**config.mk**
```make
export PLATFORM = sky130hd
export DESIGN_NAME = dircc_counter_bank_flat
export DESIGN_NICKNAME = d
export VERILOG_FILES = /design/src/rtl/dircc_counter_bank_if.sv /design/src/rtl/dircc_counter_bank.sv /design/src/flat_wrapper.sv
export SDC_FILE = /design/constraint.sdc
export NUM_CORES = 1
export LEC_CHECK = 0
export ABC_CLOCK_PERIOD_IN_PS = 4700
export CELL_PAD_IN_SITES_DETAIL_PLACEMENT = 0
export CELL_PAD_IN_SITES_GLOBAL_PLACEMENT = 1
export CORE_ASPECT_RATIO = 1.4
export CORE_MARGIN = 3
export CORE_UTILIZATION = 45
export CTS_BUF_LIST = sky130_fd_sc_hd__clkbuf_2 sky130_fd_sc_hd__clkbuf_4 sky130_fd_sc_hd__clkbuf_8
export DETAILED_ROUTE_END_ITERATION = 8
export PLACE_DENSITY = 0.77
export SETUP_SLACK_MARGIN = 0.3
export SLEW_MARGIN = 25
export SYNTH_ARGS = -nofsm -noshare
export SYNTH_HDL_FRONTEND = slang
export SYNTH_SLANG_ARGS = --single-unit
export TNS_END_PERCENT = 100
```
**constraint.sdc**
```tcl
create_clock -name clk_clk -period 4.7 [get_ports clk_clk]
set_input_delay 1.175 -clock clk_clk [delete_from_list [all_inputs] [get_ports clk_clk]]
set_output_delay 1.175 -clock clk_clk [all_outputs]
set_load 0.005 [all_outputs]
```
**src/rtl/dircc_counter_bank_if.sv**
```systemverilog
// Avalon-MM slave bus bundle for dircc_counter_bank (fixed read latency 1, no waitrequest).
interface dircc_counter_bank_if #(
  parameter int ADDR_W = 4
);
  logic [ADDR_W-1:0] avs_address;
  logic              avs_read;
  logic              avs_write;
  logic [31:0]       avs_writedata;
  logic [31:0]       avs_readdata;
  logic              avs_readdatavalid;

  modport master (
    output avs_address, avs_read, avs_write, avs_writedata,
    input  avs_readdata, avs_readdatavalid
  );

  modport slave (
    input  avs_address, avs_read, avs_write, avs_writedata,
    output avs_readdata, avs_readdatavalid
  );
endinterface

```
**src/rtl/dircc_counter_bank.sv**
```systemverilog
// CHANNELS-wide bank of WIDTH-bit up/down counters with compare, reload, sticky flags and irq.
// Optional DIRCC_COUNTER_SNAPSHOT_EN: a channel 0 COUNT read freezes all counts into shadows.
module dircc_counter_chan #(
  parameter int WIDTH = 32
) (
  input  logic             clk,
  input  logic             rst_n,
  input  logic             tick,
  input  logic             wr_ctrl,
  input  logic             wr_count,
  input  logic             wr_compare,
  input  logic             wr_status,
  input  logic [31:0]      wdata,
  output logic [4:0]       ctrl_q,
  output logic [WIDTH-1:0] count_q,
  output logic [WIDTH-1:0] compare_q,
  output logic [1:0]       status_q
);
  localparam logic [WIDTH-1:0] ALL_ONES = {WIDTH{1'b1}};
  localparam logic [WIDTH-1:0] ONE      = WIDTH'(1);

  logic [4:0]       ctrl_d;
  logic [WIDTH-1:0] count_d, compare_d;
  logic [1:0]       status_d, clr;
  logic             step, hit, reload, wrap, match_set, ovf_set;

  always_comb begin
    step      = ctrl_q[0] & (~ctrl_q[1] | tick);
    hit       = (count_q == compare_q);
    reload    = hit & ctrl_q[3];
    wrap      = ctrl_q[2] ? (count_q == '0) : (count_q == ALL_ONES);
    // A COUNT load suppresses the step and its flag evaluation entirely.
    match_set = step & ~wr_count & hit;
    ovf_set   = step & ~wr_count & ~reload & wrap;
    ctrl_d    = wr_ctrl ? wdata[4:0] : ctrl_q;
    compare_d = wr_compare ? wdata[WIDTH-1:0] : compare_q;
    count_d   = count_q;
    if (wr_count) begin
      count_d = wdata[WIDTH-1:0];
    end else if (step) begin
      if (reload) count_d = ctrl_q[2] ? ALL_ONES : '0;
      else        count_d = ctrl_q[2] ? count_q - ONE : count_q + ONE;
    end
    clr      = wr_status ? wdata[1:0] : 2'b00;
    status_d = (status_q & ~clr) | {ovf_set, match_set};
  end

  always_ff @(posedge clk or negedge rst_n) begin
    if (!rst_n) begin
      ctrl_q    <= '0;
      count_q   <= '0;
      compare_q <= '0;
      status_q  <= '0;
    end else begin
      ctrl_q    <= ctrl_d;
      count_q   <= count_d;
      compare_q <= compare_d;
      status_q  <= status_d;
    end
  end
endmodule

module dircc_counter_bank #(
  parameter int CHANNELS = 4,
  parameter int WIDTH    = 32,
  parameter int ADDR_W   = $clog2(CHANNELS) + 2
) (
  input  logic                clk_clk,
  input  logic                reset_reset_n,
  dircc_counter_bank_if.slave avs,
  input  logic [CHANNELS-1:0] tick,
  output logic [CHANNELS-1:0] match,
  output logic                irq
);
  logic [CHANNELS-1:0][4:0]       ctrl;
  logic [CHANNELS-1:0][WIDTH-1:0] count, compare;
  logic [CHANNELS-1:0][1:0]       status;
  logic [CHANNELS-1:0]            wr_sel;
  logic [31:0]                    chan_sel, rdata;
  logic [1:0]                     reg_sel;
  logic                           chan_ok;
  logic [31:0]                    rdata_q, rdata_d;
  logic                           rvalid_q, rvalid_d, irq_q, irq_d;

  always_comb begin
    chan_sel = 32'(avs.avs_address >> 2);
    reg_sel  = avs.avs_address[1:0];
    chan_ok  = chan_sel < 32'(CHANNELS);
    for (int i = 0; i < CHANNELS; i++)
      wr_sel[i] = avs.avs_write & (chan_sel == 32'(i));
  end

  for (genvar g = 0; g < CHANNELS; g++) begin : g_chan
    dircc_counter_chan #(.WIDTH(WIDTH)) u_chan (
      .clk        (clk_clk),
      .rst_n      (reset_reset_n),
      .tick       (tick[g]),
      .wr_ctrl    (wr_sel[g] && reg_sel == 2'd0),
      .wr_count   (wr_sel[g] && reg_sel == 2'd1),
      .wr_compare (wr_sel[g] && reg_sel == 2'd2),
      .wr_status  (wr_sel[g] && reg_sel == 2'd3),
      .wdata      (avs.avs_writedata),
      .ctrl_q     (ctrl[g]),
      .count_q    (count[g]),
      .compare_q  (compare[g]),
      .status_q   (status[g])
    );
  end

`ifdef DIRCC_COUNTER_SNAPSHOT_EN
  localparam int SH_N = (CHANNELS > 1) ? CHANNELS - 1 : 1;
  logic [SH_N-1:0][WIDTH-1:0] shadow_q, shadow_d;
  logic                       snap;

  // Shadow slot j holds channel j+1; channel 0 is always read live.
  always_comb begin
    snap     = avs.avs_read & (chan_sel == 32'd0) & (reg_sel == 2'd1);
    shadow_d = shadow_q;
    if (snap)
      for (int j = 0; j < SH_N; j++)
        shadow_d[j] = (j + 1 < CHANNELS) ? count[j+1] : count[0];
  end

  always_ff @(posedge clk_clk or negedge reset_reset_n) begin
    if (!reset_reset_n) shadow_q <= '0;
    else                shadow_q <= shadow_d;
  end
`endif

  always_comb begin
    rdata = 32'h0;
    for (int i = 0; i < CHANNELS; i++) begin
      if (chan_ok && chan_sel == 32'(i)) begin
        case (reg_sel)
          2'd0: rdata = {27'b0, ctrl[i]};
          2'd1: begin
`ifdef DIRCC_COUNTER_SNAPSHOT_EN
            if (i > 0) rdata = 32'(shadow_q[(i > 0) ? i - 1 : 0]);
            else       rdata = 32'(count[i]);
`else
            rdata = 32'(count[i]);
`endif
          end
          2'd2:    rdata = 32'(compare[i]);
          default: rdata = {30'b0, status[i]};
        endcase
      end
    end
  end

  always_comb begin
    rvalid_d = avs.avs_read;
    rdata_d  = avs.avs_read ? rdata : rdata_q;
    irq_d    = 1'b0;
    for (int i = 0; i < CHANNELS; i++) begin
      match[i] = status[i][0];
      irq_d    = irq_d | (status[i][0] & ctrl[i][4]);
    end
  end

  always_ff @(posedge clk_clk or negedge reset_reset_n) begin
    if (!reset_reset_n) begin
      rdata_q  <= '0;
      rvalid_q <= 1'b0;
      irq_q    <= 1'b0;
    end else begin
      rdata_q  <= rdata_d;
      rvalid_q <= rvalid_d;
      irq_q    <= irq_d;
    end
  end

  assign avs.avs_readdata      = rdata_q;
  assign avs.avs_readdatavalid = rvalid_q;
  assign irq                   = irq_q;
endmodule

```
**src/flat_wrapper.sv**
```systemverilog
// flat-port wrapper written by rule: the top's interface ports become plain ports
module dircc_counter_bank_flat 
#(
  parameter int CHANNELS = 4,
  parameter int WIDTH    = 32,
  parameter int ADDR_W   = $clog2(CHANNELS) + 2
)
  (clk_clk, reset_reset_n, tick, match, irq, avs_avs_address, avs_avs_read, avs_avs_write, avs_avs_writedata, avs_avs_readdata, avs_avs_readdatavalid);
  dircc_counter_bank_if #(.ADDR_W(ADDR_W)) avs_i ();
  input  logic clk_clk;
  input  logic reset_reset_n;
  input  logic [CHANNELS-1:0] tick;
  output logic [CHANNELS-1:0] match;
  output logic irq;
  input wire logic [$bits(avs_i.avs_address)-1:0] avs_avs_address;
  input wire logic [$bits(avs_i.avs_read)-1:0] avs_avs_read;
  input wire logic [$bits(avs_i.avs_write)-1:0] avs_avs_write;
  input wire logic [$bits(avs_i.avs_writedata)-1:0] avs_avs_writedata;
  output wire logic [$bits(avs_i.avs_readdata)-1:0] avs_avs_readdata;
  output wire logic [$bits(avs_i.avs_readdatavalid)-1:0] avs_avs_readdatavalid;
  assign avs_i.avs_address = avs_avs_address;
  assign avs_i.avs_read = avs_avs_read;
  assign avs_i.avs_write = avs_avs_write;
  assign avs_i.avs_writedata = avs_avs_writedata;
  assign avs_avs_readdata = avs_i.avs_readdata;
  assign avs_avs_readdatavalid = avs_i.avs_readdatavalid;
  dircc_counter_bank #(.CHANNELS(CHANNELS), .WIDTH(WIDTH), .ADDR_W(ADDR_W)) u_core (.clk_clk(clk_clk), .reset_reset_n(reset_reset_n), .avs(avs_i), .tick(tick), .match(match), .irq(irq));
endmodule
```
# Word-level counts from Yosys, hierarchy flattened

Index checks and enable logic that the tools add are counted.
Widths: inputs -> output; s select.

Input bits: 44
Output and inout port bits: 38
Word-level logic and storage cells: 171
Register bits: 318

Reduce and logical (&&, ||, !) cells: 30
Mux-type cells: 36
Add/sub/neg operators: 8
Magnitude comparators: 1
Eq/ne operators: 14
Bitwise operators: 63

Operator list:

| cell                  | number |
|---|---|
| $mux 32               | 24 |
| $pmux 32 s3           | 4 |
| $logic_not 32->1      | 5 |
| $add 32x1->32 const B | 4 |
| $eq 32x32->1          | 4 |
| $eq 32x32->1 const B  | 4 |
| $sub 32x1->32 const B | 4 |
| $and 1x1->1           | 32 |
| $logic_and 1x1->1     | 20 |
| $not 1->1             | 12 |
| $and 2x2->2           | 4 |
| $eq 2x2->1 const B    | 4 |
| $mux 2                | 4 |
| $not 2->2             | 4 |
| $or 2x2->2            | 4 |
| $reduce_bool 2->1     | 4 |
| $or 1x1->1            | 7 |
| $eq 2x1->1 const B    | 2 |
| $mux 1                | 4 |
| $lt 2x3->1 const B    | 1 |
| $logic_not 2->1       | 1 |

# Logic depth before layout (Yosys ltp)

Gate-level depths: netlist of run 1.

Depth after elaboration: 8
Gate-level depth with buffers: 13
Gate-level depth less buffers: 11

# Cells and area by module

Synthesis of run 1 repeated with hierarchy kept, for this count alone.

Cell total of the unflattened synthesis: 2,710
Area total of the unflattened synthesis: 24,329.6 um^2

Modules (own cells, without submodules):

| module             | cells each | times used | area an instance (um^2) | sequential area each (um^2) |
|---|---|---|---|---|
| dircc_counter_chan | 568        | 4          | 5,134.9                 | 1,776.7 |
| dircc_counter_bank | 438        | 1          | 3,789.9                 | 850.8 |

# Worst setup path after synthesis of run 1

No wires, ideal clock.

Path type: reg2reg
Start point: register u_core.g_chan[3].u_chan.ctrl_q[2]
End point: register u_core.g_chan[3].u_chan.count_q[30]
Buffers on the path: 0
Cell stages (with the launch flop): 12
Period minus slack after synthesis: 3.461 ns
Setup time: 0.142 ns
Required time: 4.558 ns
Slack: 1.239 ns
Data arrival time: 3.319 ns
Path through: dfrtp_1 -> ha_1 -> a21o_1 -> a2111o_1 -> a31o_1 -> a221oi_4 -> o211ai_2 -> nand2_2 -> nor3_1 -> a2111oi_2 -> xor2_1 -> o221ai_1

Longest elaborated chain between the ends: 4
Elaborated cells between the ends (all ways): 5
Those cells by class: mux (5)

RTL lines:

| item                       | line                                               | RTL |
|---|---|---|
| start, declared            | dircc_counter_bank.sv:14                           | `output logic [4:0] ctrl_q,` |
| start signal, assigned     | dircc_counter_bank.sv:55                           | `ctrl_q <= ctrl_d;` |
| $mux 32 (on tied branches) | dircc_counter_bank.sv:42, dircc_counter_bank.sv:41 |  |
| $mux 32 *                  | dircc_counter_bank.sv:41                           | `if (reload) count_d = ctrl_q[2] ? ALL_ONES : '0;` |
| $mux 32 *                  | dircc_counter_bank.sv:40                           | `end else if (step) begin` |
| $mux 32 *                  | dircc_counter_bank.sv:38                           | `if (wr_count) begin` |
| end signal, assigned       | dircc_counter_bank.sv:56                           | `count_q <= count_d;` |
| end, declared              | dircc_counter_bank.sv:15                           | `output logic [WIDTH-1:0] count_q,` |

Mark *: on every way between the ends. The rest lies on a longest branch, timed or not. The select of a mux whose other input is x is not followed.
A chain may end at the register's enable or synchronous reset.

# Worst setup path after layout of run 1

Start point: register u_core.g_chan[3].u_chan.ctrl_q[2]
End point: register u_core.g_chan[3].u_chan.count_q[31]

The elaborated chain is that of the path after synthesis.

==> flow_summary_export.csv, run 1 <==
group,metric,value,unit
timing,final.setup.tns,0,ns
yosys,synth_cell_types,85,
power_and_ir_drop,peakVddDrop,0.328,mV
global_route,grt_pass1_vias,22100,
yosys,yosys-top-cells-count,"a21oi_1, dfrtp_1, nand2_1",
worst_setup_path,cp_max_fo,9,
routing,ant_nets,0,
power_and_ir_drop,p_per_area,662,nW/um^2
routing,top_layer,"met5",
yosys,synth_area,23600,sq um
routing,firstDrtPassIters,8,
cts,cts_htree_levels,2,
routing,drt-met1-wl,37.9,mm
power_and_ir_drop,p_sw_share,48.0,%
yosys,netlist_top_cells_area,"dfrtp_1, mux2_2, a21oi_1",
routing,drt_iter0_drc,2230,
timing,finClkSkew,0.0381,ns
placed_design,dp_hpwl,73.4,mm
die,start_util,45.9,%
routing,drc,0,
power_and_ir_drop,p_seq_share,32.2,%
placed_design,port_buffers,81,
timing,post-route-min-period,3.85,ns
timing,fmax,260,MHz
routing,avgViaCountPerCell,6.53,
yosys,yosysWarnings,0,
finish,syn_to_final_growth,11.9,%
yosys,async_reset_ff_share,100,%
die,fp.coreArea,51500,sq um
routing,wl_met3,6.30,mm
yosys,syn_avg_cell_area,8.84,sq um
timing,max_slew_margin,21.8,%
power_and_ir_drop,p_sw,8400,uW
routing,wire_per_inst,28.9,um
timing,final-hold-violation-count,0,
cts,cts_sinks,318,
yosys,synth_top_area_cell,"dfrtp_1",
timing,tightest_slew,1.17,ns
worst_setup_path,critPathRequiredTime,5.25,ns
cts,hold_buffers,0,
timing,fin_crit_sh,81.9,%
yosys,ys_seq_elements,318,
die,rows,98,
worst_hold_path,hp-class,"reg -> reg",
power_and_ir_drop,pwr-share-comb,52.5,%
yosys,syn-num-nets,2842,
cts,clk_pin_slew_worst_paths,0.06,ns
outcome,status,"completed",
cts,cts_buffer_depth,3,
global_route,grt_max_degree,91,
power_and_ir_drop,leakage,0.0112,uW
finish,fin_util,51.3,%
timing,setup_viol,0,
global_route,grt_pass1_wl,145,mm
finish,drive_gt1_share,13.3,%
placed_design,gp_congestion,1.05,
timing,rsz0062_at_grt,"false",
timing,slew_viol_final,0,
die,fp.dieH,277,um
flow_run,drv_cap,0,
yosys,syn_inst,2674,
cts,cts_tree,"done",
power_and_ir_drop,internal_power,9100,uW
routing,num_vias,22400,
worst_setup_path,worstPathArrival,4.40,ns
cts,cts_resized,0,
timing,fin_hold_ws,0.515,ns
die,io_pins,82,
yosys,synth_top_area_share,33.7,%
die,die-area,55300,sq um
cts,cts_buffers,51,
finish,num-nets-final,2896,
yosys,ys_seq_area_share,33.7,%
global_route,grt_util_all_layers,35.2,%
routing,drt_wl_total,98.9,mm
global_route,grt_overflow_total,0,
global_route,antenna_found_initial,4,
cts,clk_latency,0.63,ns
worst_setup_path,crit_type,"reg -> reg",
yosys,synth_top_flop_cell,"dfrtp_1",
worst_setup_path,cp-start-kind,"register",
cts,cts-root-buf,"clkbuf_8",
worst_setup_path,endpoint_kind,"register",
die,die_w,200,um
yosys,synth-edff-count,0,
routing,route.met2.wl,45.1,mm
power_and_ir_drop,clkPwrFrac,15.3,%
cts,cts_setup_buffers,0,
[critical path: stages, from the launching register on]
cell       delay [ns]
dfrtp_1          0.51
ha_1             0.40
nand2_1          0.13
nor4_1           0.57
o211ai_1         0.20
a21boi_1         0.28
o2111ai_1        0.22
a211oi_1         0.53
a31oi_1          0.25
o31ai_1          0.45
nand3_1          0.12
o211ai_1         0.12
[path summary, 6_finish.rpt]
| check | startpoint | to | slack [ns] | cells after the start |
|---|---|---|---|---|
| worst min register to register | u_core.avs.avs_readdata[3] | u_core.avs.avs_readdata[3] | 0.51 | 1 |
| worst max register to register | u_core.g_chan[3].u_chan.ctrl_q[2] | u_core.g_chan[3].u_chan.count_q[31] | 0.85 | 11 |
| max in group asynchronous | reset_reset_n | u_core.g_chan[2].u_chan.compare_q[10] | 2.99 | 2 |
| worst min-delay path | u_core.avs.avs_readdata[3] | u_core.avs.avs_readdata[3] | 0.51 | 1 |
| min in group asynchronous | reset_reset_n | u_core.g_chan[1].u_chan.count_q[20] | 0.56 | 1 |
| worst max-delay path | u_core.g_chan[3].u_chan.ctrl_q[2] | u_core.g_chan[3].u_chan.count_q[31] | 0.85 | 11 |
[metrics by stage]
| step | cell area [sq um] | cells | setup WS, ns | power (uW) |
|---|---|---|---|---|
| CTS | 26400 | 3417 | 0.873 | 17300 |
| detailed placement | 25300 | 3325 | 0.869 | 14600 |
| global placement | 25300 | 3325 | 0.919 | 14500 |
| global route | 26400 | 3419 | 0.663 | 18600 |
| floorplan | 23600 | 2674 | 1.24 | 11400 |
| finish | 26400 | 3421 | 0.852 | 17500 |
[cells in the final DEF (no fill, tap or decap), types with 16 or more instances in the layout]
| cell type | synthesis | layout |
|---|---|---|
| a21oi_1 | 318 | 318 |
| dfrtp_1 | 318 | 317 |
| nand2_1 | 251 | 251 |
| o21ai_0 | 180 | 179 |
| xor2_1 | 164 | 164 |
| nor2_1 | 172 | 163 |
| mux2_2 | 150 | 150 |
| ha_1 | 120 | 120 |
| clkdlybuf4s50_1 | 0 | 76 |
| nor4_1 | 73 | 73 |
| buf_4 | 4 | 69 |
| xnor2_1 | 68 | 68 |
| clkbuf_8 | 0 | 62 |
| a21o_1 | 61 | 61 |
| nand4_1 | 57 | 57 |
| inv_1 | 51 | 51 |
| o22ai_1 | 47 | 47 |
| nor3_1 | 44 | 44 |
| mux2i_1 | 40 | 40 |
| nand3_1 | 30 | 30 |
| a22oi_1 | 26 | 26 |
| o21ai_1 | 27 | 25 |
| a211oi_1 | 23 | 23 |
| a221o_1 | 21 | 21 |
| a31oi_1 | 20 | 20 |
| o221ai_1 | 19 | 19 |
| o21a_1 | 17 | 17 |
| and3_1 | 17 | 17 |
| o31ai_1 | 17 | 17 |
| nand2b_1 | 16 | 16 |
[final cells by class]
cell class | instances | area [sq um]
Antenna cell | 4 | 10.0
Clock buffer | 75 | 951
Clock inverter | 17 | 176
Fill cell | 4938 | 25100
Inverter | 52 | 195
Multi-Input combinational cell | 2153 | 15000
Sequential cell | 318 | 7960
Tap cell | 650 | 813
Timing Repair Buffer | 152 | 1370
[power groups by stage]
stage / Combinational [uW] / Sequential [uW] / Clock [uW]
after detailed placement: 9050 / 5560 / 0
after floorplan: 6790 / 4660 / 0
after global placement: 8920 / 5530 / 0
final: 9190 / 5630 / 2680
after global routing: 10100 / 5640 / 2830
after CTS: 9120 / 5520 / 2710
[registers in the layout (all words and copies together), names as in the netlist]
register,count
u_core.avs.avs_readdata,32
u_core.avs.avs_readdatavalid,1
u_core.g_chan.u_chan.compare_q,128
u_core.g_chan.u_chan.count_q,128
u_core.g_chan.u_chan.ctrl_q,20
u_core.g_chan.u_chan.status_q,8
u_core.irq,1
[cells by family after synthesis]
family                   share of synthesized area (%)
adder cells (fa/ha/maj)                           6.69
buffers and inverters                             3.29
multiplexers                                      10.3
AND/OR/NAND/NOR                                   14.1
flip-flops                                        33.7
AO/OA/AOI/OAI                                     23.3
XOR/XNOR                                          8.60
[per-layer routing]
metal,up-vias,GRT usage [%]
met3,324,5.06
met5,-,0
li1,10100,-
met2,1007,55.2
met1,10900,43.5
met4,2,26.8
Note: power is estimated with default switching activity, not from simulation.
==> run 2: changes to the inputs <==
--- a/config.mk
+++ b/config.mk
@@ -5,7 +5,7 @@
 export SDC_FILE = /design/constraint.sdc
 export NUM_CORES = 1
 export LEC_CHECK = 0
-export ABC_CLOCK_PERIOD_IN_PS = 4700
+export ABC_CLOCK_PERIOD_IN_PS = 3900
 export CELL_PAD_IN_SITES_DETAIL_PLACEMENT = 0
 export CELL_PAD_IN_SITES_GLOBAL_PLACEMENT = 1
 export CORE_ASPECT_RATIO = 1.4
==> constraint.sdc (replaced) <==
create_clock -name clk_clk -period 3.9 [get_ports clk_clk]
set_input_delay 0.975 -clock clk_clk [delete_from_list [all_inputs] [get_ports clk_clk]]
set_output_delay 0.975 -clock clk_clk [all_outputs]
set_load 0.005 [all_outputs]
==> flow_summary_export.csv, run 2 (synthesis gave the netlist of run 1 again) <==
group,metric,value,unit
outcome,status,"completed",
worst_hold_path,hp-class,"in -> async",
die,die_w,200,um
global_route,antenna_found_initial,11,
die,die-area,55300,sq um
timing,slew_viol_final,0,
timing,post-route-min-period,3.39,ns
power_and_ir_drop,leakage,0.0115,uW
routing,ant_nets,0,
timing,fin_crit_sh,87.0,%
power_and_ir_drop,clkPwrFrac,15.5,%
placed_design,gp_congestion,1.08,
global_route,grt_overflow_total,0,
worst_setup_path,cp-start-kind,"register",
power_and_ir_drop,p_sw,10300,uW
placed_design,dp_hpwl,73.8,mm
worst_setup_path,cp_max_fo,29,
routing,avgViaCountPerCell,6.60,
cts,clk_latency,0.64,ns
timing,finClkSkew,0.0262,ns
routing,drc,0,
placed_design,port_buffers,81,
placed_design,dp.cells,3365,
die,rows,98,
global_route,grt_util_all_layers,36.1,%
cts,hold_buffers,0,
finish,fin_util,52.2,%
finish,syn_to_final_growth,13.9,%
routing,num_vias,22900,
worst_setup_path,timing.rr.end,"u_core.g_chan[0].u_chan.count_q[28]",
global_route,grt_pass1_wl,149,mm
worst_setup_path,rrSetupSlack,0.51,ns
finish,layout_common_cells,"a21oi_1, dfrtp_1, nand2_1",
power_and_ir_drop,p_seq_share,30.2,%
timing,final.setup.tns,0,ns
die,fp.coreArea,51500,sq um
worst_setup_path,r2r_cells,13,
power_and_ir_drop,peakVddDrop,0.413,mV
worst_setup_path,r2r-start,"u_core.g_chan[0].u_chan.ctrl_q[2]",
finish,stdcell_count,3470,
cts,cts_buffers,52,
finish,drive_gt1_share,15.0,%
power_and_ir_drop,internal_power,11300,uW
cts,cts_htree_levels,2,
cts,cts_buffer_depth,3,
worst_setup_path,critPathRequiredTime,4.39,ns
power_and_ir_drop,p_per_area,804,nW/um^2
cts,cts-root-buf,"clkbuf_8",
placed_design,post_dp_cell_area,25600,sq um
worst_setup_path,crit_type,"reg -> reg",
finish,final_area,26900,sq um
power_and_ir_drop,pwr-share-comb,54.3,%
power_and_ir_drop,p_sw_share,47.8,%
timing,fmax,295,MHz
finish,num-nets-final,2938,
worst_setup_path,worstPathArrival,3.88,ns
global_route,grt_max_degree,90,
routing,wire_per_inst,29.0,um
global_route,grt_pass1_vias,22800,
finish,mostFrequentLayoutCell,"a21oi_1",
flow_run,drv_cap,0,
routing,drt_iter0_drc,2195,
timing,tightest_slew,1.20,ns
timing,setup_viol,0,
die,fp.dieH,277,um
routing,drt_wl_total,101,mm
cts,cts_sinks,318,
timing,max_slew_margin,20.0,%
routing,firstDrtPassIters,6,
worst_setup_path,endpoint_kind,"register",
cts,clk_pin_slew_worst_paths,0.07,ns
die,io_pins,82,
cts,cts_tree,"done",
die,start_util,45.9,%
timing,rsz0062_at_grt,"true",
timing,final-hold-violation-count,0,
-- run 2: routing by layer --
metal / global-route usage [%] / vias to the layer above / routed length (um)
met4: 27.9 / 0 / 9470
li1: - / 10200 / -
met2: 56.0 / 1133 / 46000
met5: 0 / - / 0
met3: 7.39 / 416 / 7100
met1: 43.5 / 11200 / 38100
-- run 2: how the worst max path moves through the flow --
stage / to / start / slack [ns]
finish: u_core.g_chan[0].u_chan.count_q[28] / u_core.g_chan[0].u_chan.ctrl_q[2] / 0.51
global route: u_core.g_chan[2].u_chan.count_q[29] / u_core.g_chan[2].u_chan.ctrl_q[2] / 0.26
CTS: u_core.g_chan[3].u_chan.count_q[31] / u_core.g_chan[3].u_chan.ctrl_q[2] / 0.32
detailed placement: u_core.g_chan[3].u_chan.count_q[31] / u_core.g_chan[3].u_chan.ctrl_q[2] / 0.34
global placement: u_core.g_chan[2].u_chan.count_q[30] / u_core.g_chan[2].u_chan.ctrl_q[2] / 0.34
floorplan: u_core.g_chan[3].u_chan.count_q[30] / u_core.g_chan[3].u_chan.ctrl_q[2] / 0.44
-- run 2: area by class of cell --
type	instances	area (sq um)
Fill cell	4822	24600
Multi-Input combinational cell	2153	15000
Sequential cell	318	7960
Timing Repair Buffer	193	1740
Clock buffer	81	1020
Tap cell	650	813
Inverter	52	195
Clock inverter	14	153
Antenna cell	9	22.5
-- run 2: power by group through the flow --
stage	clock network [uW]	logic, uW	registers (uW)
floorplan	0	8190	5610
global placement	0	11300	6440
detailed placement	0	11500	6450
CTS	3370	11600	6400
global route	3520	12900	6550
finish	3360	11700	6540
-- run 2: worst max-delay path, cell delays in order (launching register included) --
cell      delay, ns
dfrtp_1        0.53
buf_6          0.27
ha_1           0.36
nand2_1        0.14
nor2_1         0.18
nand4_1        0.11
o21ai_1        0.25
a31oi_2        0.20
o21ai_2        0.28
buf_4          0.18
nand3_1        0.09
o311ai_1       0.39
xnor2_1        0.17
o21ai_0        0.10
-- run 2: timing repair --
item | in CTS | in global routing
resized for setup | 1 | 9
pin swaps | 0 | 1
endpoints found under the setup margin | 2 | 27
buffers inserted | 0 | 1
-- run 2: metrics by stage --
step	hold WS (ns)	setup WS (ns)	power (uW)
6_report	0.403	0.506	21600
5_1_grt	0.472	0.258	23000
4_1_cts	0.434	0.321	21300
3_5_place_dp	0.504	0.339	17900
3_3_place_gp	0.491	0.344	17700
2_1_floorplan	0.466	0.439	13800
